<file path="src/rtl/dma_control.sv">
// dma_control: single-channel DMA engine that moves a block of 32-bit words
// between an I/O peripheral and main memory. It requests the bus from the CPU,
// takes ownership of the memory-bus master mux while granted, moves one word
// at a time, then releases the bus and pulses done.
//
// Ports
//   clk, rst_n                  system clock (rising edge), async active-low reset
//   start, modo                 one-cycle start pulse; direction (0 = IO->mem, 1 = mem->IO)
//   dir_inicio, cuenta          first byte address and word count, latched on start
//   bus_req / bus_grant         bus handshake with the CPU
//   sel                         mux select, 1 while the DMA owns the bus
//   Datos_I_O, direccion_I_O    write data and address toward memory
//   MEM_RD_I_O, MEM_WR_I_O      memory strobes, held until mem_ack
//   mem_dato, mem_ack           memory read data and access completion
//   io_valid, io_dato_in, io_ready     peripheral -> DMA word handshake
//   io_dato_out, io_wr, io_accept      DMA -> peripheral word handshake
//   ocupado, done, err          busy flag, completion pulse, sticky grant-loss flag
//
// state   | meaning
// IDLE    | waiting for start
// REQ     | bus_req high, waiting for bus_grant
// IO_IN   | waiting for a word from the peripheral (modo=0)
// MEM_ACC | memory strobe active, waiting for mem_ack
// IO_OUT  | presenting a word to the peripheral (modo=1)
// RELEASE | one-cycle bus release, done pulse
module dma_control #(
    parameter int unsigned ADDR_STEP = 4,
    parameter int unsigned CNT_W     = 16
) (
    input  logic             clk,
    input  logic             rst_n,
    input  logic             start,
    input  logic             modo,
    input  logic [31:0]      dir_inicio,
    input  logic [CNT_W-1:0] cuenta,
    output logic             bus_req,
    input  logic             bus_grant,
    output logic             sel,
    output logic [31:0]      Datos_I_O,
    output logic [31:0]      direccion_I_O,
    output logic             MEM_RD_I_O,
    output logic             MEM_WR_I_O,
    input  logic [31:0]      mem_dato,
    input  logic             mem_ack,
    input  logic             io_valid,
    input  logic [31:0]      io_dato_in,
    output logic             io_ready,
    output logic [31:0]      io_dato_out,
    output logic             io_wr,
    input  logic             io_accept,
    output logic             ocupado,
    output logic             done,
    output logic             err
);

    localparam logic [2:0] S_IDLE    = 3'd0;
    localparam logic [2:0] S_REQ     = 3'd1;
    localparam logic [2:0] S_IO_IN   = 3'd2;
    localparam logic [2:0] S_MEM_ACC = 3'd3;
    localparam logic [2:0] S_IO_OUT  = 3'd4;
    localparam logic [2:0] S_RELEASE = 3'd5;

    localparam logic [31:0]      STEP    = 32'(ADDR_STEP);
    localparam logic [CNT_W-1:0] CNT_ONE = CNT_W'(1);

    logic [2:0]       state_q, state_d;
    logic             modo_q, modo_d;
    logic [31:0]      addr_q, addr_d;
    logic [CNT_W-1:0] rem_q, rem_d;
    logic [31:0]      wdata_q, wdata_d;
    logic [31:0]      rdata_q, rdata_d;
    logic             err_q, err_d;

    always_comb begin
        state_d = state_q;
        modo_d  = modo_q;
        addr_d  = addr_q;
        rem_d   = rem_q;
        wdata_d = wdata_q;
        rdata_d = rdata_q;
        err_d   = err_q;
        case (state_q)
            S_IDLE: begin
                if (start) begin
                    modo_d  = modo;
                    addr_d  = dir_inicio;
                    rem_d   = cuenta;
                    err_d   = 1'b0;
                    state_d = (cuenta == '0) ? S_RELEASE : S_REQ;
                end
            end
            S_REQ: begin
                if (bus_grant) begin
                    state_d = modo_q ? S_MEM_ACC : S_IO_IN;
                end
            end
            S_IO_IN: begin
                // Grant loss takes priority over any handshake in the same cycle.
                if (!bus_grant) begin
                    err_d   = 1'b1;
                    state_d = S_RELEASE;
                end else if (io_valid) begin
                    wdata_d = io_dato_in;
                    state_d = S_MEM_ACC;
                end
            end
            S_MEM_ACC: begin
                if (!bus_grant) begin
                    err_d   = 1'b1;
                    state_d = S_RELEASE;
                end else if (mem_ack) begin
                    addr_d = addr_q + STEP;
                    rem_d  = rem_q - CNT_ONE;
                    if (modo_q) begin
                        rdata_d = mem_dato;
                        state_d = S_IO_OUT;
                    end else begin
                        // rem_q is the pre-decrement count, so 1 means last word.
                        state_d = (rem_q == CNT_ONE) ? S_RELEASE : S_IO_IN;
                    end
                end
            end
            S_IO_OUT: begin
                if (!bus_grant) begin
                    err_d   = 1'b1;
                    state_d = S_RELEASE;
                end else if (io_accept) begin
                    state_d = (rem_q == '0) ? S_RELEASE : S_MEM_ACC;
                end
            end
            S_RELEASE: state_d = S_IDLE;
            default:   state_d = S_IDLE;
        endcase
    end

    always_ff @(posedge clk or negedge rst_n) begin
        if (!rst_n) begin
            state_q <= S_IDLE;
            modo_q  <= 1'b0;
            addr_q  <= '0;
            rem_q   <= '0;
            wdata_q <= '0;
            rdata_q <= '0;
            err_q   <= 1'b0;
        end else begin
            state_q <= state_d;
            modo_q  <= modo_d;
            addr_q  <= addr_d;
            rem_q   <= rem_d;
            wdata_q <= wdata_d;
            rdata_q <= rdata_d;
            err_q   <= err_d;
        end
    end

    // Outputs decode from the registered state, so they fall with the async reset.
    assign bus_req       = (state_q == S_REQ);
    assign sel           = (state_q == S_IO_IN) || (state_q == S_MEM_ACC) || (state_q == S_IO_OUT);
    assign MEM_WR_I_O    = (state_q == S_MEM_ACC) && !modo_q;
    assign MEM_RD_I_O    = (state_q == S_MEM_ACC) &&  modo_q;
    assign io_ready      = (state_q == S_IO_IN);
    assign io_wr         = (state_q == S_IO_OUT);
    assign ocupado       = (state_q != S_IDLE);
    assign done          = (state_q == S_RELEASE);
    assign err           = err_q;
    assign direccion_I_O = addr_q;
    assign Datos_I_O     = wdata_q;
    assign io_dato_out   = rdata_q;

endmodule

</file>
<file path="config.mk">
export PLATFORM = sky130hd
export DESIGN_NAME = dma_control
export DESIGN_NICKNAME = d
export VERILOG_FILES = /design/src/rtl/dma_control.sv
export SDC_FILE = /design/constraint.sdc
export NUM_CORES = 1
export LEC_CHECK = 0
export BUFFER_PORTS_ARGS = -buffer_cell sky130_fd_sc_hd__buf_2
export CAP_MARGIN = 20
export CORE_ASPECT_RATIO = 1.75
export CORE_UTILIZATION = 44
export DETAILED_ROUTE_END_ITERATION = 10
export PLACE_DENSITY = 0.85
export RECOVER_POWER = 25
export SKIP_CTS_REPAIR_TIMING = 1
export SLEW_MARGIN = 5
export SYNTH_ARGS = -nofsm -noshare
export SYNTH_HDL_FRONTEND = slang
export SYNTH_SLANG_ARGS = --single-unit
</file>
<file path="constraint.sdc">
create_clock -name clk -period 1.99 [get_ports clk]
set_input_delay 0.398 -clock clk [delete_from_list [all_inputs] [get_ports clk]]
set_output_delay 0.398 -clock clk [all_outputs]
set_load 0.005 [all_outputs]
</file>
==> qor.txt, run 1 <==
run status -> complete, but fails checks
failing checks -> negative setup slack
met2 Use GR -> 43.0%
commonest cells in the netlist -> dfrtp_1, mux2_2, a21oi_1
Port Buffers -> 224
synthesized area per cell -> 10.4 sq um
Core ar. -> 12900 sq um
worst vdd ir -> 0.773 mV
worst skew pair latency -> 0.41 ns
DRT Pass-1 Iters -> 5
final setup vio count -> 1
Synth top area share -> 50.8%
syn nets -> 680
Final min period -> 2.02 ns
most common cell in the netlist -> dfrtp_1
number of library cell types mapped by synthesis -> 52
width of the die -> 88.5 microns
Max Cap Viol -> 0
Root Driver -> clkbuf_16
Reg2Reg Depth -> 7
unrepaired setup endpoints after global routing -> yes
Yosys top cell by area -> dfrtp_1
CTS Buf Count -> 17
cells after synthesis -> 556
clk sinks -> 117
crit path DAT -> 1.62 ns
global-route wire length before repair -> 25800 microns
final clock skew -> 0.00850 ns
data required time of the worst path -> 1.59 ns
total wire length -> 16700 microns
Synth async-reset ratio -> 100%
Post-Syn Area -> 5760 sq um
layout cell share with drive strength beyond 1 -> 48.1%
dpl cell area -> 7400 sq um
ANT nets after route -> 0
pre-CTS WS -> -0.0105 ns
Final Instance Area -> 8180 sq um
H-tree levels -> 4
Hold Slack -> 0.158 ns
Synth warnings -> 0
top cells by area, synth -> dfrtp_1, mux2_2, a21oi_1
GR Layer Usage met1 -> 25.8%
Iteration-0 DRC Markers -> 272
DRC viols -> 0
f_max -> 496 MHz
PwrDens -> 1550 nW/um^2
Core Rows -> 55
HPWL after DPL -> 12200 microns
met3 Use GR -> 7.56%
Tcrit/Tclk final -> 101%
Worst-path clk slew -> 0.06 ns
r2r startpoint -> rem_q[1]
headroom to the max-slew limit -> 31.8%
ys flop type -> dfrtp_1
actual slew at the worst max-slew pin -> 1.02 ns
Post-synth EDFFs -> 0
WL per Instance -> 16.7 microns
final net count -> 939
I/O pins -> 225
Startpoint Class -> register
vias in the first global route -> 5495
initial antenna violation count -> 3
Total Routing Usage GR -> 24.7%
FF-to-FF End -> rem_q[14]
chip height -> 153 microns
grt ovf -> 0
vias -> 5647
CP Class -> reg -> out
maximum root-to-sink buffer count -> 2
critical path capture point type -> output port
Placer Congestion -> 0.891
largest net degree at the start of global routing -> 87
CTS tree -> yes
post-synthesis sequential area ratio -> 50.8%
HP Class -> in -> async
Synth Register Bits -> 117
Critical path origin -> state_q[2]
TNS Setup -> -0.0267 ns
setup slack after layout -> -0.0267 ns
count of final hold-check violations -> 0
routed vias/inst -> 5.64
Crit Path Max Fanout -> 5
synthesis-to-layout area growth -> 41.9%
reg2reg setup slack -> 0.07 ns
GR peak layer -> met2
Initial Utilization -> 44.8%
P_leak -> 3.87 nW
pins over their slew limit -> 0
die area -> 13600 sq um
==> cells by family (layout without fill, tap and decap cells) <==
logic type                 after synthesis  in the layout  synth area share [%]
other                                    0              3                     0
buffers and inverters                   49            321                  3.39
and+or+nand+nor                        153            153                  14.2
muxes                                   66             66                  12.9
DFF                                    117            117                  50.8
adders and majority gates                4              4                 0.869
AOI/OAI and AO/OA                      167            167                  17.9
==> through the flow <==
| stage | utilization, % | total power [W] | cells |
|---|---|---|---|
| floorplan | - | 0.00687 | 556 |
| global placement | 57.5 | 0.00899 | 961 |
| detailed placement | 57.5 | 0.00919 | 961 |
| CTS | 62.4 | 0.0125 | 993 |
| global route | 63.5 | 0.0135 | 1002 |
| finish | 63.5 | 0.0127 | 1002 |
==> flip-flops by register name, summed over array words and instances (netlist names) <==
register,cells
err,1
modo_q,1
io_dato_out,32
direccion_I_O,32
state_q,3
rem_q,16
Datos_I_O,32
==> layer usage <==
metal  part of all wire (%)  wire length (microns)  vias up
li1                       -                      -     2609
met1                     37                   6150     2731
met2                     53                   8910      265
met3                    6.6                   1100       42
met4                    3.3                    548        0
met5                      0                      0        -
==> worst max-delay path by stage <==
stage	to	slack (ns)	cells past startpoint
floorplan	direccion_I_O[24]	0.02	6
global placement	rem_q[14]	0.07	7
detailed placement	rem_q[14]	-0.01	7
CTS	MEM_WR_I_O	-0.21	6
global route	ocupado	-0.07	4
finish	ocupado	-0.03	4
==> cells in the final DEF (no fill, tap or decap), drive strengths merged, types with 7 or more instances in the layout <==
master and count:
mux2 64, clkbuf 21, dfrtp 117, nand4 18, o22ai 13, nand2 34, nor4 8, nor3 7
a2bb2oi 8, a21oi 56, nand3 21, nor2 24, and3 8, inv 18, o21ai 41, a22oi 7
or3 8, buf 273
==> worst max-delay path, stage by stage, from the launching register on <==
cell and delay, ns:
dfrtp_2 0.44, buf_6 0.13, buf_6 0.11, or3_4 0.40
buf_6 0.13
==> cell type report <==
class | count | area [sq um]
Inverter | 13 | 48.8
Timing Repair Buffer | 276 | 1590
Multi-Input combinational cell | 390 | 2760
Antenna cell | 3 | 7.51
Tap cell | 171 | 214
Clock inverter | 14 | 193
Clock buffer | 18 | 439
Fill cell | 1038 | 4690
Sequential cell | 117 | 2930
==> report_power, final <==
part / total (W) / switching, W / internal, W / leakage, nW
Clock: 0.00326 / 0.00121 / 0.00205 / 0.307
Sequential: 0.00428 / 0.000815 / 0.00347 / 1.42
Combinational: 0.00513 / 0.00258 / 0.00254 / 2.15
(Power assumes the default switching activity.)
==> run 2: changes to the inputs <==
--- a/config.mk
+++ b/config.mk
@@ -6,11 +6,11 @@
 export NUM_CORES = 1
 export LEC_CHECK = 0
 export BUFFER_PORTS_ARGS = -buffer_cell sky130_fd_sc_hd__buf_2
-export CAP_MARGIN = 20
 export CORE_ASPECT_RATIO = 1.75
-export CORE_UTILIZATION = 44
+export CORE_MARGIN = 5
+export CORE_UTILIZATION = 35
 export DETAILED_ROUTE_END_ITERATION = 10
-export PLACE_DENSITY = 0.85
+export PLACE_DENSITY = 0.72
 export RECOVER_POWER = 25
 export SKIP_CTS_REPAIR_TIMING = 1
 export SLEW_MARGIN = 5
==> run 2 against run 1 <==
Against the previous run: the run now ends clean; combinational power up 4%; clock-buffer cell count up 1; routed wire length up 7.2%; core utilization down 13 points; flip-flop and latch count unchanged; largest cell class unchanged; largest power group unchanged; highest routed layer unchanged.
==> qor.txt, run 2 (synthesis results as in run 1) <==
run status -> finished clean (was complete, but fails checks)
CP peak stage delay -> 0.41 ns (was 0.44 ns)
HPWL after DPL -> 13400 microns (was 12200 microns)
count of final hold-check violations -> 0 (unchanged)
DRC viols -> 0 (unchanged)
Startpoint Class -> register (unchanged)
Initial Utilization -> 35.4% (was 44.8%)
placed insts -> 993 (was 961)
width of the die -> 107 microns (was 88.5 microns)
# diodes -> 0 (was 3)
Crit Path Max Fanout -> 3 (was 5)
routed vias/inst -> 5.33 (was 5.64)
initial antenna violation count -> 0 (was 3)
Max Cap Viol -> 0 (unchanged)
actual slew at the worst max-slew pin -> 0.669 ns (was 1.02 ns)
largest net degree at the start of global routing -> 118 (was 87)
final clock skew -> 0.00955 ns (was 0.00850 ns)
HP Class -> in -> async (unchanged)
layout cell share with drive strength beyond 1 -> 48.1% (about the same)
I/O pins -> 225 (unchanged)
total wire length -> 17900 microns (was 16700 microns)
fill cell count -> 1531 (was 1038)
Clock power frac -> 22.9% (was 25.7%)
Post-Layout Cell Count -> 1028 (was 1002)
most common cell after layout, fill and taps aside -> buf_2 (unchanged)
crit path DAT -> 2.28 ns (was 1.62 ns)
Worst-path clk slew -> 0.06 ns (about the same)
Core ar. -> 16300 sq um (was 12900 sq um)
ANT nets after route -> 0 (unchanged)
cell at the slowest stage of the critical path -> dfrtp_1 (was dfrtp_2)
PwrDens -> 1520 nW/um^2 (was 1550 nW/um^2)
Pint -> 0.00781 W (was 0.00806 W)
vias in the first global route -> 5606 (was 5495)
die area -> 19200 sq um (was 13600 sq um)
chip height -> 180 microns (was 153 microns)
CP Cell Sequence -> inv_2 -> ha_4 -> or3b_4 -> or2_1 -> or3_4 -> a21oi_2 -> a2bb2oi_1 (was buf_6 -> buf_6 -> or3_4 -> buf_6)
maximum root-to-sink buffer count -> 2 (unchanged)
Total Routing Usage GR -> 18.3% (was 24.7%)
f_max -> 517 MHz (was 496 MHz)
TNS Setup -> 0 ns (was -0.0267 ns)
worst skew pair latency -> 0.42 ns (was 0.41 ns)
Final min period -> 1.94 ns (was 2.02 ns)
Core Rows -> 62 (was 55)
CTS Buf Count -> 17 (unchanged)
Reg2Reg Depth -> 7 (unchanged)
CTS tree -> yes (unchanged)
data required time of the worst path -> 2.34 ns (was 1.59 ns)
worst vdd ir -> 0.710 mV (was 0.773 mV)
Seq pwr share -> 34.2% (was 33.8%)
headroom to the max-slew limit -> 55.4% (was 31.8%)
CP Class -> reg -> reg (was reg -> out)
P_leak -> 3.87 nW (about the same)
synthesis-to-layout area growth -> 41.9% (unchanged)
vias -> 5478 (was 5647)
pins over their slew limit -> 0 (unchanged)
WL per Instance -> 17.4 microns (was 16.7 microns)
Placer Congestion -> 0.891 (about the same)
Root Driver -> clkbuf_16 (unchanged)
Iteration-0 DRC Markers -> 327 (was 272)
final net count -> 947 (was 939)
global-route wire length before repair -> 28000 microns (was 25800 microns)
Tcrit/Tclk final -> 97.3% (was 101%)
Net Switching -> 0.00461 W (about the same)
Port Buffers -> 224 (unchanged)
pre-CTS WS -> 0.0232 ns (was -0.0105 ns)
H-tree levels -> 4 (unchanged)
commonest non-fill, non-tap cells in the layout -> buf_2, dfrtp_1, mux2_2 (unchanged)
setup slack after layout -> 0.0539 ns (was -0.0267 ns)
DRT Pass-1 Iters -> 4 (was 5)
clk sinks -> 117 (unchanged)
Switching Share -> 37.1% (was 36.4%)
Hold Slack -> 0.0916 ns (was 0.158 ns)
final setup vio count -> 0 (was 1)
critical path capture point type -> register (was output port)
grt ovf -> 0 (unchanged)
Total Power -> 0.0124 W (was 0.0127 W)
combinational share of power -> 42.8% (was 40.5%)
-- run 2: cell types whose count changed in the layout (fill, tap and decap cells not counted), sizes merged --
cell      before  now
diode          3    0
bufinv         3    0
clkinv         5    7
clkinvlp       1    4
buf          273  283
inv           18   15
clkbuf        21   20
-- run 2: layout make-up --
class | instances | area, sq um | area share (%)
multi-input cells | 390 | 2740 | 33.5
well taps | 192 | 240 | 2.94
inverters | 13 | 48.8 | 0.597
clock inverters | 13 | 101 | 1.24
clock buffers | 19 | 453 | 5.54
flip-flops and latches | 117 | 2930 | 35.8
repair buffers | 284 | 1670 | 20.4
-- run 2: worst paths after layout --
kind | slack, ns | to | start
max in group asynchronous | 1.37 | state_q[0] | rst_n
min in group clk | 0.18 | modo_q | modo
hold reg to reg | 0.48 | direccion_I_O[1] | direccion_I_O[1]
setup reg to reg | 0.05 | rem_q[14] | rem_q[1]
hold / removal | 0.09 | io_dato_out[6] | rst_n
setup / recovery | 0.05 | rem_q[14] | rem_q[1]
-- run 2: per-layer routing --
| layer | routed length [microns] | GRT usage, % | up-vias |
|---|---|---|---|
| li1 | - | - | 2617 |
| met1 | 6690 | 19.4 | 2629 |
| met2 | 9690 | 33.8 | 194 |
| met3 | 986 | 3.27 | 38 |
| met4 | 558 | 9.32 | 0 |
| met5 | 0 | 0 | - |
-- run 2: metrics by stage --
| stage | util [%] | instance area [sq um] |
|---|---|---|
| after detailed placement | 46.1 | 7510 |
| after global placement | 46.1 | 7510 |
| after CTS | 49.5 | 8060 |
| after floorplan | - | 5760 |
| after global routing | 50.2 | 8180 |
| final | 50.2 | 8180 |
-- run 2: critical path, delay by kind of cell, from the launching register on --
| kind | cells | cell delay [ns] |
|---|---|---|
| compound gates | 2 | 0.27 |
| simple gates | 3 | 0.96 |
| fa+ha+maj | 1 | 0.13 |
| flops | 1 | 0.41 |
| buf+inv | 1 | 0.10 |
-- run 2: power groups by stage --
stage / sequential, W / combinational, W / clock [W]
final: 0.00425 / 0.00532 / 0.00285
after global placement: 0.00420 / 0.00512 / 0
after floorplan: 0.00430 / 0.00256 / 0
after global routing: 0.00440 / 0.00587 / 0.00299
after CTS: 0.00422 / 0.00522 / 0.00291
after detailed placement: 0.00425 / 0.00521 / 0
